===== config.mk =====
export PLATFORM = sky130hd
export DESIGN_NAME = spi_board_sequencer_flat
export DESIGN_NICKNAME = d
export VERILOG_FILES = /design/src/rtl/spi_board_sequencer_if.sv /design/src/rtl/spi_board_sequencer.sv /design/src/flat_wrapper.sv
export SDC_FILE = /design/constraint.sdc
export NUM_CORES = 1
export LEC_CHECK = 0
export ABC_CLOCK_PERIOD_IN_PS = 2100
export BUFFER_PORTS_ARGS = -buffer_cell sky130_fd_sc_hd__clkbuf_2
export CORE_ASPECT_RATIO = 0.9
export CORE_MARGIN = 3
export CORE_UTILIZATION = 40
export CTS_CLUSTER_DIAMETER = 150
export DETAILED_ROUTE_END_ITERATION = 8
export GPL_TIMING_DRIVEN = 1
export PLACE_DENSITY = 0.67
export SYNTH_ARGS = -nofsm -noshare
export SYNTH_HDL_FRONTEND = slang
export SYNTH_SLANG_ARGS = --single-unit
export TNS_END_PERCENT = 20

===== constraint.sdc =====
create_clock -name clk -period 2.1 [get_ports clk]
set_input_delay 0.21 -clock clk [delete_from_list [all_inputs] [get_ports clk]]
set_output_delay 0.21 -clock clk [all_outputs]
set_load 0.005 [all_outputs]

===== src/rtl/spi_board_sequencer_if.sv =====
// Board RAM write port driven by the SPI sequencer.
interface spi_board_sequencer_if #(
    parameter int AW = 5
);
    logic          wr_en;
    logic          wr_bank;
    logic [AW-1:0] wr_row;
    logic [AW-1:0] wr_col;
    logic [7:0]    wr_data;

    modport master (
        output wr_en, wr_bank, wr_row, wr_col, wr_data
    );
    modport slave (
        input wr_en, wr_bank, wr_row, wr_col, wr_data
    );
endinterface


===== src/rtl/spi_board_sequencer.sv =====
// Oversampling SPI receiver that writes cell bytes in raster order into a
// double-buffered N x N board RAM and counts mark cells per frame.
module spi_board_sequencer #(
    parameter int         N    = 32,
    parameter logic [7:0] MARK = 8'd74
) (
    input  logic                 clk,
    input  logic                 reset,
    input  logic                 sclk,
    input  logic                 cs,
    input  logic                 sdi,
    input  logic                 clear,
    spi_board_sequencer_if.master ram,
    output logic                 disp_bank,
    output logic                 frame_done,
    output logic [15:0]          num_marks,
    output logic                 busy
);
    localparam int AW = $clog2(N);
    localparam logic [AW-1:0] LAST = AW'(N - 1);

    typedef enum logic [1:0] {
        IDLE,
        RECV,
        WRITE,
        DONE
    } state_t;

    state_t        state;
    logic [1:0]    sclk_q;
    logic [1:0]    cs_q;
    logic [1:0]    sdi_q;
    logic          sclk_d;
    logic [7:0]    shreg;
    logic [2:0]    cnt;
    logic [AW-1:0] row;
    logic [AW-1:0] col;
    logic [15:0]   count;
    logic          shift;

    assign shift = sclk_q[1] & ~sclk_d & ~cs_q[1];

    always_ff @(posedge clk or negedge reset) begin
        if (!reset) begin
            sclk_q <= '0;
            cs_q   <= '1;
            sdi_q  <= '0;
            sclk_d <= 1'b0;
        end else begin
            sclk_q <= {sclk_q[0], sclk};
            cs_q   <= {cs_q[0], cs};
            sdi_q  <= {sdi_q[0], sdi};
            sclk_d <= sclk_q[1];
        end
    end

    always_ff @(posedge clk or negedge reset) begin
        if (!reset) begin
            state       <= IDLE;
            shreg       <= '0;
            cnt         <= '0;
            row         <= '0;
            col         <= '0;
            count       <= '0;
            busy        <= 1'b0;
            frame_done  <= 1'b0;
            num_marks   <= '0;
            disp_bank   <= 1'b0;
            ram.wr_en   <= 1'b0;
            ram.wr_bank <= 1'b1;
            ram.wr_row  <= '0;
            ram.wr_col  <= '0;
            ram.wr_data <= '0;
        end else begin
            ram.wr_en  <= 1'b0;
            frame_done <= 1'b0;
            if (clear) begin
                state <= IDLE;
                busy  <= 1'b0;
                cnt   <= '0;
                row   <= '0;
                col   <= '0;
                count <= '0;
            end else begin
                // Shifter stays live in WRITE/DONE so early bits are kept
                if (shift) begin
                    shreg <= {shreg[6:0], sdi_q[1]};
                    cnt   <= cnt + 3'd1;
                end
                unique case (state)
                    IDLE: begin
                        if (shift) begin
                            state <= RECV;
                            busy  <= 1'b1;
                        end
                    end
                    RECV: begin
                        if (cs_q[1]) begin
                            state <= IDLE;
                            busy  <= 1'b0;
                            cnt   <= '0;
                        end else if (shift && cnt == 3'd7) begin
                            state <= WRITE;
                            busy  <= 1'b0;
                        end
                    end
                    WRITE: begin
                        ram.wr_en   <= 1'b1;
                        ram.wr_row  <= row;
                        ram.wr_col  <= col;
                        ram.wr_data <= shreg;
                        count <= count + 16'(shreg == MARK);
                        if (col == LAST) begin
                            col <= '0;
                            row <= row + AW'(1);
                        end else begin
                            col <= col + AW'(1);
                        end
                        if (row == LAST && col == LAST) begin
                            state <= DONE;
                            busy  <= 1'b0;
                        end else if (cs_q[1]) begin
                            state <= IDLE;
                            busy  <= 1'b0;
                        end else begin
                            state <= RECV;
                            busy  <= 1'b1;
                        end
                    end
                    DONE: begin
                        frame_done  <= 1'b1;
                        num_marks   <= count;
                        count       <= '0;
                        disp_bank   <= ~disp_bank;
                        ram.wr_bank <= disp_bank;
                        row         <= '0;
                        col         <= '0;
                        if (cs_q[1]) begin
                            state <= IDLE;
                            busy  <= 1'b0;
                        end else begin
                            state <= RECV;
                            busy  <= 1'b1;
                        end
                    end
                endcase
            end
        end
    end
endmodule

===== src/flat_wrapper.sv =====
// flat-port wrapper written by rule: the top's interface ports become plain ports
module spi_board_sequencer_flat 
#(
    parameter int         N    = 32,
    parameter logic [7:0] MARK = 8'd74
)
  (clk, reset, sclk, cs, sdi, clear, disp_bank, frame_done, num_marks, busy, ram_wr_en, ram_wr_bank, ram_wr_row, ram_wr_col, ram_wr_data);
  spi_board_sequencer_if ram_i ();
  input  logic clk;
  input  logic reset;
  input  logic sclk;
  input  logic cs;
  input  logic sdi;
  input  logic clear;
  output logic disp_bank;
  output logic frame_done;
  output logic [15:0] num_marks;
  output logic busy;
  output wire logic [$bits(ram_i.wr_en)-1:0] ram_wr_en;
  output wire logic [$bits(ram_i.wr_bank)-1:0] ram_wr_bank;
  output wire logic [$bits(ram_i.wr_row)-1:0] ram_wr_row;
  output wire logic [$bits(ram_i.wr_col)-1:0] ram_wr_col;
  output wire logic [$bits(ram_i.wr_data)-1:0] ram_wr_data;
  assign ram_wr_en = ram_i.wr_en;
  assign ram_wr_bank = ram_i.wr_bank;
  assign ram_wr_row = ram_i.wr_row;
  assign ram_wr_col = ram_i.wr_col;
  assign ram_wr_data = ram_i.wr_data;
  spi_board_sequencer #(.N(N), .MARK(MARK)) u_core (.clk(clk), .reset(reset), .sclk(sclk), .cs(cs), .sdi(sdi), .clear(clear), .ram(ram_i), .disp_bank(disp_bank), .frame_done(frame_done), .num_marks(num_marks), .busy(busy));
endmodule

# Yosys cells after proc, flatten, opt, wreduce, memory -nomap -nowiden
# Index checks and enable logic that the tools add are counted.
# Widths: inputs -> output; s select.
# word_totals
ff_bits	85
wordCells	78
in_bits	6
out_inout_bits	39
# classes
bitwise_logic	6
n_reduce_logical	9
n_mux	30
add_sub_neg	4
n_eq_ne	10
# ops
op	n
$pmux 16 s2	1
$mux 5	4
$pmux 5 s2	2
$add 16x1->16	1
$mux 16	1
$mux 3	4
$mux 1	11
$add 5x1->5 const B	2
$eq 5x5->1 const B	2
$mux 2	5
$reduce_and 2->1	5
$eq 8x7->1 const B	1
$pmux 2 s4	1
$ne 3x2->1 const B	2
$eq 2x2->1 const B	2
$ne 4x2->1 const B	1
$not 1->1	4
$pmux 1 s4	1
$add 3x1->3 const B	1
$eq 3x3->1 const B	1
$reduce_bool 3->1	1
$and 1x1->1	2
$eq 2x1->1 const B	1
$logic_and 1x1->1	2
$logic_not 2->1	1

# Depth between registers and ports, before layout
# Gate-level depths: netlist of run 1.
# logic_depth
depth_word	8
depth_mapped	8
ltp_nobuf	7

# Least setup slack after synthesis of run 1
# No wires, ideal clock.
# synth_timing
path_type	register to register
start	register u_core.shreg[0]
end	register u_core.count[15]
path_stages_with_launch	8
period_less_slack_ps	1952
arrival_ps	1817
path_buffers	0
t_required_ps	1965
setup_time_ps	135
slack_ps	148
cell_sequence	dfrtp_1 -> nor4bb_1 -> and4b_1 -> ha_1 -> nand4_1 -> nor4_1 -> a31o_2 -> a31oi_1
# synth_between
elab_chain_cells	4
# synth_rtl
element	line	source
from (decl)	spi_board_sequencer.sv:34	logic [7:0] shreg;
from (signal assigned)	spi_board_sequencer.sv:87	shreg <= {shreg[6:0], sdi_q[1]};
$eq 8x7->1	spi_board_sequencer.sv:112	count <= count + 16'(shreg == MARK);
$add 16x1->16	spi_board_sequencer.sv:112	
$pmux 16 s2	spi_board_sequencer.sv:90	unique case (state)
$mux 16	spi_board_sequencer.sv:77	if (clear) begin
to (signal assigned)	spi_board_sequencer.sv:112	
to (decl)	spi_board_sequencer.sv:38	logic [15:0] count;
# No other way between the ends.
# A chain may end at the register's enable or synchronous reset.

# Worst setup path in the final report of run 1
# Ends and elaborated chain as after synthesis.

==> results by group, run 1 <==
Global routing
  • Total track usage: 0.148
  • Initial antenna violation count: 0
  • Global-route wire length before repair: 12300 µm
  • Overflow after GRT: 0
  • Pin count of the biggest net entering global routing: 41
  • Vias in the first global route: 2630

Final layout
  • Final nets: 403
  • Final Util: 0.491
  • Area grow syn2layout: 17.1%
  • Fill cell count: 832
  • Most frequent cells in the layout: dfrtp_1, nand2_1, clkbuf_2
  • Non-Filler Instances: 513
  • Finished Cell Area: 4290 µm²
  • # diodes: 0
  • Commonest non-fill, non-tap cell in the layout: dfrtp_1
  • Flip-flop and latch area: 2130 µm²
  • Multi-input gate area: 1430 µm²
  • Share of cells above drive strength 1: 0.259

Placement
  • Post-DP HPWL: 4930 µm
  • I/O Buffers: 44
  • Placer Congestion: 0.761
  • Placed cell areas: 4040 µm²
  • Placed cells: 493

Timing
  • Slew @ Worst Pin: 0.332 ns
  • Fmax: 499 MHz
  • Fin. Hold Viols: 0
  • RSZ-0062 raised after global routing: true
  • Fin Clk Skew: 0.00943 ns
  • Slew Limit Headroom: 0.776
  • Final setup TNS: 0 ns
  • Setup violators final: 0
  • Fin. max-slew vios: 0
  • Fraction of the cycle the final worst path needs: 0.954
  • WHS: 0.179 ns
  • Crit path time final: 2.00 ns

Synthesis
  • Synth cell types: 49
  • Number of synthesized register bits: 85
  • Post-synth EDFFs: 0
  • Top_reg_cell synth: dfrtp_1
  • Post-Syn Instances: 338
  • Average size of a mapped cell: 10.8 µm²
  • Register area share after synthesis: 0.582
  • Ys async rst share: 1.00
  • YS warnings: 0
  • Syn_nets: 352
  • Synth Cell Area: 3660 µm²

Drt
  • Remaining DRCs: 0
  • Routed WL: 7160 µm
  • Pre-antenna DRT Iters: 4
  • Final ANT Viol Nets: 0
  • DR vias: 2659
  • Drt first-iter violations: 119
  • WL per Instance: 14.0 µm
  • Vias/cell: 5.18

Clock network
  • Clock slew at reported path FFs: 0.08 ns
  • Worst-Skew Late Latency: 0.35 ns
  • CTS Buffer Depth: 2
  • Clk sinks: 85
  • Post-CTS Setup Bufs: 0
  • H-tree depth: 3
  • CTS tree: done
  • Root buf cell: clkbuf_8
  • CTS Buf Count: 9

Critical path
  • Worst setup EP type: flip-flop
  • CP max FO: 6
  • CP Data Required Time: 2.37 ns
  • Worst reg-to-reg path cell count: 8
  • Critical path type: flip-flop to flip-flop
  • CP arrival: 2.27 ns
  • CP startpoint kind: flip-flop

Worst hold path
  • HP Class: primary input to flip-flop
  • Hold depth: 2

Floorplanning
  • Core area: 8730 µm²
  • IO Count: 45
  • Die Y-Extent: 96.8 µm
  • Total Die Area: 10300 µm²
  • Initial Util: 0.419
  • Placement Rows: 32
  • Die width: 107 µm

Status
  • Outcome: complete, no violations

Pwr
  • Max VDD drop: 0.000386 V
  • Leak: 2.19 nW
  • P per Cell Area: 692 nW/µm²

Job
  • Max cap viols: 0
## per-layer routing
metal	GRT usage	wire (µm)	vias up
met2	0.236	3550	56
met3	0.0467	273	4
met5	0	0	-
met1	0.197	3310	1310
met4	0.0344	33	0
li1	-	-	1289
## kinds of logic after synthesis
kind of cell,share of synthesized area
multiplexers,0.0728
adder cells (fa/ha/maj),0.0273
AO/OA/AOI/OAI,0.111
flip-flops,0.582
XOR/XNOR,0.00479
buffers and inverters,0.0345
AND/OR/NAND/NOR,0.167
## critical path, cell delays in order, from the launching register on
cell	delay, ns
dfrtp_1	0.42
nor4bb_1	0.26
and4b_2	0.31
ha_4	0.17
nand4_1	0.17
nor4_2	0.18
buf_4	0.16
a41oi_1	0.11
a31oi_1	0.15
## stage by stage
step | setup slack [ns] | power (mW)
finish | 0.0966 | 2.96
global route | -0.0546 | 3.10
detailed placement | 0.00560 | 1.90
global placement | 0.0956 | 1.89
floorplan | 0.148 | 1.82
CTS | 0.0204 | 3.00
## sequential cells by signal (all words and copies together), names as in the netlist
register and flops:
u_core.busy 1, u_core.cnt 3, u_core.col 5, u_core.count 16, u_core.cs_q 2, u_core.disp_bank 1, u_core.frame_done 1, u_core.num_marks 16
u_core.ram.wr_bank 1, u_core.ram.wr_col 5, u_core.ram.wr_data 8, u_core.ram.wr_en 1, u_core.ram.wr_row 5, u_core.row 5, u_core.sclk_d 1, u_core.sclk_q 2
u_core.sdi_q 2, u_core.shreg 8, u_core.state 2
## synthesized netlist by cell type (all sizes together) (4+ instances only)
| cell | number | area (µm²) |
|---|---|---|
| a21oi | 5 | 25.0 |
| nor2 | 12 | 45.0 |
| nand4 | 7 | 50.1 |
| nand3 | 6 | 30.0 |
| clkbuf | 10 | 37.5 |
| o21ai | 27 | 135 |
| a31oi | 10 | 62.6 |
| dfrtp | 82 | 2050 |
| ha | 8 | 100 |
| buf | 12 | 70.1 |
| and3 | 4 | 25.0 |
| nand2 | 76 | 285 |
| mux2 | 21 | 236 |
| inv | 5 | 18.8 |
## worst paths after layout
kind | from | end | slack (ns)
worst max-delay path | u_core.shreg[0] | u_core.count[15] | 0.1
worst min-delay path | clear | u_core.state[1] | 0.18
worst max register to register | u_core.shreg[0] | u_core.count[15] | 0.1
worst min register to register | u_core.sclk_q[0] | u_core.sclk_q[1] | 0.35
max in group asynchronous | reset | u_core.cs_q[0] | 1.14
min in group asynchronous | reset | u_core.num_marks[6] | 0.30
## report_power, final
group | switching, mW | leakage, nW | internal [mW]
Sequential | 0.0443 | 1.16 | 1.69
Combinational | 0.0689 | 0.952 | 0.0692
Clock | 0.543 | 0.0849 | 0.554
## repair_timing
item / in CTS / in global routing
pin swaps: 0 / 0
resized for setup: 1 / 5
hold buffers: 4 / 0
hold endpoints to repair: 23 / 0
setup endpoints to repair: 1 / 7
## final cells by class
type	count	area share
Tap cell	119	0.0347
Clock inverter	2	0.00876
Clock buffer	14	0.0333
Inverter	5	0.00438
Timing Repair Buffer	62	0.0888
Multi-Input combinational cell	226	0.333
Sequential cell	85	0.497
No activity file was read; power rests on OpenSTA's default activity.
==> run 2: changes to the inputs <==
--- a/config.mk
+++ b/config.mk
@@ -5,7 +5,7 @@
 export SDC_FILE = /design/constraint.sdc
 export NUM_CORES = 1
 export LEC_CHECK = 0
-export ABC_CLOCK_PERIOD_IN_PS = 2100
+export ABC_CLOCK_PERIOD_IN_PS = 2000
 export BUFFER_PORTS_ARGS = -buffer_cell sky130_fd_sc_hd__clkbuf_2
 export CORE_ASPECT_RATIO = 0.9
 export CORE_MARGIN = 3
@@ -13,7 +13,7 @@
 export CTS_CLUSTER_DIAMETER = 150
 export DETAILED_ROUTE_END_ITERATION = 8
 export GPL_TIMING_DRIVEN = 1
-export PLACE_DENSITY = 0.67
+export PLACE_DENSITY = 0.65
 export SYNTH_ARGS = -nofsm -noshare
 export SYNTH_HDL_FRONTEND = slang
 export SYNTH_SLANG_ARGS = --single-unit
==> constraint.sdc (replaced) <==
create_clock -name clk -period 2 [get_ports clk]
set_input_delay 0.2 -clock clk [delete_from_list [all_inputs] [get_ports clk]]
set_output_delay 0.2 -clock clk [all_outputs]
set_load 0.005 [all_outputs]
==> run 2 against run 1 <==
  * Design area rose by 1.6%
  * Critical path depth did not move
  * Utilization rose by 0.77 points
  * Critical path type unchanged
  * Register-to-register slack got worse by 0.06 ns
  * Clock skew fell by 0.00054 ns
  * Global-route usage fell by 0.16 points
  * Largest cell class unchanged
  * Non-clock buffer count rose by 7
  * Count of clock-buffer cells in the layout fell by 2
  * Wire length fell by 1.6%
  * Largest power group unchanged
  * Combinational power rose by 49%
  * Flip-flop and latch count did not move
  * Sequential power rose by 4%
==> results by group, run 2 (synthesized netlist as in run 1, its figures left out) <==
Pwr
  • Clock network power share: 0.378
  • Max VDD drop: 0.000422 V
  • P per Cell Area: 742 nW/µm²
  • Int Pwr: 2.52 mW
  • Flop pwr share: 0.559
  • Sw frac: 0.220
  • Sw Pwr: 0.709 mW
  • Leak: 2.25 nW
  • Power share of the combinational group: 0.064

Final layout
  • # diodes: 0
  • Final Util: 0.499
  • Final nets: 410
  • Non-Filler Instances: 520
  • Largest regs: u_core.count: 16 flops, u_core.num_marks: 16 flops
  • Finished Cell Area: 4350 µm²
  • Area grow syn2layout: 18.9%
  • Share of cells above drive strength 1: 0.284
  • Most frequent cells in the layout: dfrtp_1, nand2_1, clkbuf_2
  • Commonest non-fill, non-tap cell in the layout: dfrtp_1

Critical path
  • Critical path type: flip-flop to flip-flop
  • CP startpoint kind: flip-flop
  • Worst path slowest cell: dfrtp_1
  • CP max FO: 4
  • CP arrival: 2.19 ns
  • CP peak stage delay: 0.39 ns
  • Worst-path cell chain: nor4bb_1 > and4b_1 > ha_2 > nand4_1 > nor4_2 > buf_4 > a31o_2 > a31oi_1
  • Worst setup EP type: flip-flop
  • CP Data Required Time: 2.22 ns

Drt
  • Pre-antenna DRT Iters: 4
  • Vias/cell: 5.13
  • WL per Instance: 13.6 µm
  • DR vias: 2665
  • Remaining DRCs: 0
  • Drt first-iter violations: 121
  • Final ANT Viol Nets: 0
  • Routed WL: 7050 µm

Floorplanning
  • IO Count: 45
  • Total Die Area: 10300 µm²
  • Die width: 107 µm
  • Core area: 8730 µm²
  • Die Y-Extent: 96.8 µm
  • Initial Util: 0.419
  • Placement Rows: 32

Timing
  • Fin. max-slew vios: 0
  • RSZ-0062 raised after global routing: true
  • Slew Limit Headroom: 0.647
  • Slew @ Worst Pin: 0.529 ns
  • Crit path time final: 1.97 ns
  • Fin Clk Skew: 0.00889 ns
  • Setup violators final: 0
  • Worst Setup Slack, final: 0.0326 ns
  • Fmax: 508 MHz
  • Fin. Hold Viols: 0
  • Fraction of the cycle the final worst path needs: 0.984

Worst hold path
  • HP Class: primary input to flip-flop

Global routing
  • Overflow after GRT: 0
  • Pin count of the biggest net entering global routing: 46
  • Initial antenna violation count: 0
  • Vias in the first global route: 2613
  • Total track usage: 0.146
  • Global-route wire length before repair: 12400 µm

Placement
  • DP Worst Slack: 0.0209 ns
  • I/O Buffers: 44
  • Placer Congestion: 0.807
  • Post-DP HPWL: 4820 µm
  • Placed cell areas: 4080 µm²
  • Placed cells: 498

Clock network
  • CTS tree: done
  • CTS Buf Count: 9
  • H-tree depth: 3
  • Worst-Skew Late Latency: 0.34 ns
  • Clk sinks: 85
  • Root buf cell: clkbuf_8
  • Clock slew at reported path FFs: 0.08 ns
  • CTS Buffer Depth: 2

Job
  • Max cap viols: 0

Status
  • Outcome: complete, no violations
run 2: metrics by stage:
stage	total power, mW	hold slack [ns]	TNS, ns
after floorplan	1.91	-0.0956	0
after global placement	2.01	0.215	0
after detailed placement	2.02	0.216	0
after CTS	3.26	0.149	0
after global routing	3.38	0.165	-0.508
final	3.23	0.165	0
run 2: area by class of cell:
cell class                      count  area [µm²]
Clock inverter                      4        47.5
Tap cell                          119         149
Fill cell                         844        4380
Timing Repair Buffer               69         433
Multi-Input combinational cell    226        1420
Inverter                            5        18.8
Clock buffer                       12         155
Sequential cell                    85        2130
run 2: final timing paths:
kind,start,end,slack [ns],cells past startpoint
max in group asynchronous,reset,u_core.cs_q[0],0.96,3
worst min-delay path,clear,u_core.state[1],0.17,2
worst max register to register,u_core.shreg[0],u_core.count[15],0.03,8
worst max-delay path,u_core.shreg[0],u_core.count[15],0.03,8
worst min register to register,u_core.sdi_q[0],u_core.sdi_q[1],0.35,0
min in group asynchronous,reset,u_core.num_marks[4],0.37,2
run 2: power groups by stage:
stage          clock network, mW  logic, mW  registers (mW)
4_1_cts                     1.26      0.190            1.80
3_5_place_dp                   0      0.183            1.84
2_1_floorplan                  0     0.0768            1.84
3_3_place_gp                   0      0.179            1.83
6_report                    1.22      0.205            1.80
5_1_grt                     1.34      0.229            1.81
run 2: worst max-delay path: cells and delay by family, from the launching register on:
family | cells | cell delay [ns]
adders and majority gates | 1 | 0.19
buffers and inverters | 1 | 0.16
and+or+nand+nor | 4 | 0.90
DFF | 1 | 0.39
AOI/OAI and AO/OA | 2 | 0.22
run 2: what timing repair did:
item	4_1_cts	5_1_grt
hold buffers	4	0
endpoints found under the setup margin	3	11
gates cloned	0	0
resized for setup	1	9
pin swaps	0	1
endpoints found under the hold margin	42	0
setup buffers	0	2
run 2: routing by layer:
| metal | global-route usage | part of all wire |
|---|---|---|
| met1 | 0.195 | 0.47 |
| met2 | 0.237 | 0.49 |
| met3 | 0.0360 | 0.034 |
| met4 | 0.0413 | 0.0087 |
| met5 | 0 | 0 |
==> run 3: changes to the inputs <==
--- a/config.mk
+++ b/config.mk
@@ -5,6 +5,7 @@
 export SDC_FILE = /design/constraint.sdc
 export NUM_CORES = 1
 export LEC_CHECK = 0
+export ABC_AREA = 1
 export ABC_CLOCK_PERIOD_IN_PS = 2000
 export BUFFER_PORTS_ARGS = -buffer_cell sky130_fd_sc_hd__clkbuf_2
 export CORE_ASPECT_RATIO = 0.9
@@ -13,7 +14,7 @@
 export CTS_CLUSTER_DIAMETER = 150
 export DETAILED_ROUTE_END_ITERATION = 8
 export GPL_TIMING_DRIVEN = 1
-export PLACE_DENSITY = 0.65
+export PLACE_DENSITY = 0.64
 export SYNTH_ARGS = -nofsm -noshare
 export SYNTH_HDL_FRONTEND = slang
 export SYNTH_SLANG_ARGS = --single-unit
==> run 3 against run 2 <==
  * Sequential share of layout area decreased by 0.52 points
  * Non-clock buffer count decreased by 14
  * Worst hold slack improved by 0.0013 ns
  * Via count increased by 6.7%
  * Die area increased by 1.1%
  * Register-to-register slack improved by 0.12 ns
==> results by group, run 3 <==
Drt
  • Routed WL: 7330 µm
  • WL per Instance: 12.3 µm
  • Remaining DRCs: 0
  • DR vias: 2844
  • Vias/cell: 4.76
  • Pre-antenna DRT Iters: 4
  • Final ANT Viol Nets: 0
  • Drt first-iter violations: 134

Floorplanning
  • Die Y-Extent: 97.3 µm
  • Total Die Area: 10400 µm²
  • Core area: 8770 µm²
  • IO Count: 45
  • Initial Util: 0.422
  • Placement Rows: 32
  • Die width: 107 µm

Status
  • Outcome: complete, no violations

Pwr
  • Power, Total: 4.12 mW
  • Leak: 2.19 nW
  • Max VDD drop: 0.000439 V
  • P per Cell Area: 937 nW/µm²

Critical path
  • R2R Setup Slk: 0.15 ns
  • CP max FO: 4
  • Worst reg-to-reg path cell count: 14
  • Worst-path cell chain: inv_1 > nand4_1 > nor4_2 > buf_4 > ha_1 > nand2_1 > nor2_2 > nand2_2 > inv_1 > nand2_1 > nand2_1 > nand2_1 > nand2_1 > inv_1
  • Worst path bufs/invs: 4
  • Most used cell, CP: nand2_1
  • CP top delay family: simple AND/OR/NAND/NOR gates
  • Worst reg2reg path endpoint: u_core.count[15]
  • CP arrival: 2.10 ns
  • CP Data Required Time: 2.25 ns
  • Worst setup EP type: flip-flop
  • R2R Path Start: u_core.shreg[2]
  • CP peak stage delay: 0.36 ns
  • CP startpoint kind: flip-flop
  • Critical path type: flip-flop to flip-flop
  • Worst path slowest cell: dfrtp_1

Timing
  • Slew Limit Headroom: 0.431
  • Slew @ Worst Pin: 0.852 ns
  • Worst Setup Slack, final: 0.150 ns
  • WHS: 0.167 ns
  • Final setup TNS: 0 ns
  • Fin. max-slew vios: 0
  • RSZ-0062 raised after global routing: true
  • Fin. Hold Viols: 0
  • Fin Clk Skew: 0.00941 ns
  • Crit path time final: 1.85 ns
  • Fmax: 540 MHz
  • Setup violators final: 0
  • Fraction of the cycle the final worst path needs: 0.925

Placement
  • Post-DP HPWL: 5150 µm
  • DP Worst Slack: 0.0597 ns
  • Placed cells: 577
  • Placer Congestion: 0.863
  • I/O Buffers: 44
  • Placed cell areas: 4070 µm²

Global routing
  • Total track usage: 0.155
  • Global-route wire length before repair: 13200 µm
  • Initial antenna violation count: 0
  • Overflow after GRT: 0
  • Pin count of the biggest net entering global routing: 74
  • Vias in the first global route: 2930

Synthesis
  • Synth cell types: 29
  • Cell with the most instances after synthesis: nand2_1
  • Ys async rst share: 1.00
  • Yosys top cell area share: 0.554
  • Top post-synthesis cells by count: nand2_1, dfrtp_1, inv_1, o21ai_0, nor2_1
  • Register area share after synthesis: 0.576
  • Number of synthesized register bits: 85
  • Average size of a mapped cell: 8.84 µm²
  • Syn_nets: 433
  • Top cells by area, synth: dfrtp_1, nand2_1, o21ai_0, inv_1, nand3_1
  • Synth area leader: dfrtp_1
  • Post-synth EDFFs: 0
  • Top_reg_cell synth: dfrtp_1
  • Post-Syn Instances: 419
  • YS warnings: 0
  • Synth Cell Area: 3700 µm²

Final layout
  • Largest regs: u_core.count: 16 flops, u_core.num_marks: 16 flops
  • Non-Filler Instances: 597
  • Share of cells above drive strength 1: 0.184
  • Final Util: 0.502
  • # diodes: 0
  • Area grow syn2layout: 18.8%
  • Finished Cell Area: 4400 µm²
  • Final nets: 488
  • Commonest non-fill, non-tap cell in the layout: nand2_1
  • Most frequent cells in the layout: nand2_1, dfrtp_1, clkbuf_2
  • Fill cell count: 820

Job
  • Max cap viols: 0

Clock network
  • Clk sinks: 85
  • Worst-Skew Late Latency: 0.35 ns
  • CTS Buffer Depth: 2
  • Root buf cell: clkbuf_8
  • CTS Buf Count: 9
  • CTS tree: done
  • Clock slew at reported path FFs: 0.08 ns
  • H-tree depth: 3

Worst hold path
  • Hold Crit Endpoint: u_core.frame_done
  • HP Class: primary input to flip-flop
  • Hold path start: clear
  • Hold depth: 2
## run 3: cell types whose count changed after synthesis, moves of 14 or more
cell and delta:
nand2_1 +55, nor2_1 +17, mux2_2 -21, nand3_1 +16, o21ai_1 +14, inv_1 +37
## run 3: cell families after synthesis
kind of cell | synth area share
AO/OA/AOI/OAI | 0.0912
XOR/XNOR | 0.0118
adder cells (fa/ha/maj) | 0.0270
buffers and inverters | 0.0632
flip-flops | 0.576
multiplexers | 0.00541
AND/OR/NAND/NOR | 0.226
## run 3: report_power, final
group / switching (mW) / leakage, nW / internal, mW
sequential: 0.123 / 1.12 / 1.93
combinational: 0.281 / 0.945 / 0.222
clock: 0.586 / 0.130 / 0.984
## run 3: worst max path at each step
stage,startpoint,end,depth (start not counted)
after detailed placement,u_core.shreg[2],u_core.count[10],10
after CTS,u_core.shreg[2],u_core.count[10],10
after global routing,u_core.shreg[0],u_core.count[15],14
after global placement,u_core.shreg[2],u_core.count[12],12
after floorplan,u_core.shreg[5],u_core.count[12],11
final,u_core.shreg[2],u_core.count[15],14
## run 3: layout make-up
type / count / area (µm²) / share of cell area
Clock buffer: 11 / 141 / 0.0321
Multi-Input combinational cell: 279 / 1360 / 0.310
Clock inverter: 4 / 120 / 0.0273
Tap cell: 119 / 149 / 0.0338
Timing Repair Buffer: 55 / 328 / 0.0745
Inverter: 44 / 168 / 0.0381
Sequential cell: 85 / 2130 / 0.484
## run 3: per-layer routing
| layer | global-route usage | part of all wire | vias to the layer above |
|---|---|---|---|
| met5 | 0 | 0 | - |
| met4 | 0.0631 | 0.025 | 0 |
| met3 | 0.0432 | 0.044 | 16 |
| met2 | 0.251 | 0.46 | 56 |
| met1 | 0.195 | 0.47 | 1331 |
| li1 | - | - | 1441 |
## run 3: timing repair
action	4_1_cts	5_1_grt
endpoints found under the setup margin	0	10
buffers inserted	0	1
resized for setup	0	7
hold endpoints to repair	15	0
hold buffers	4	0
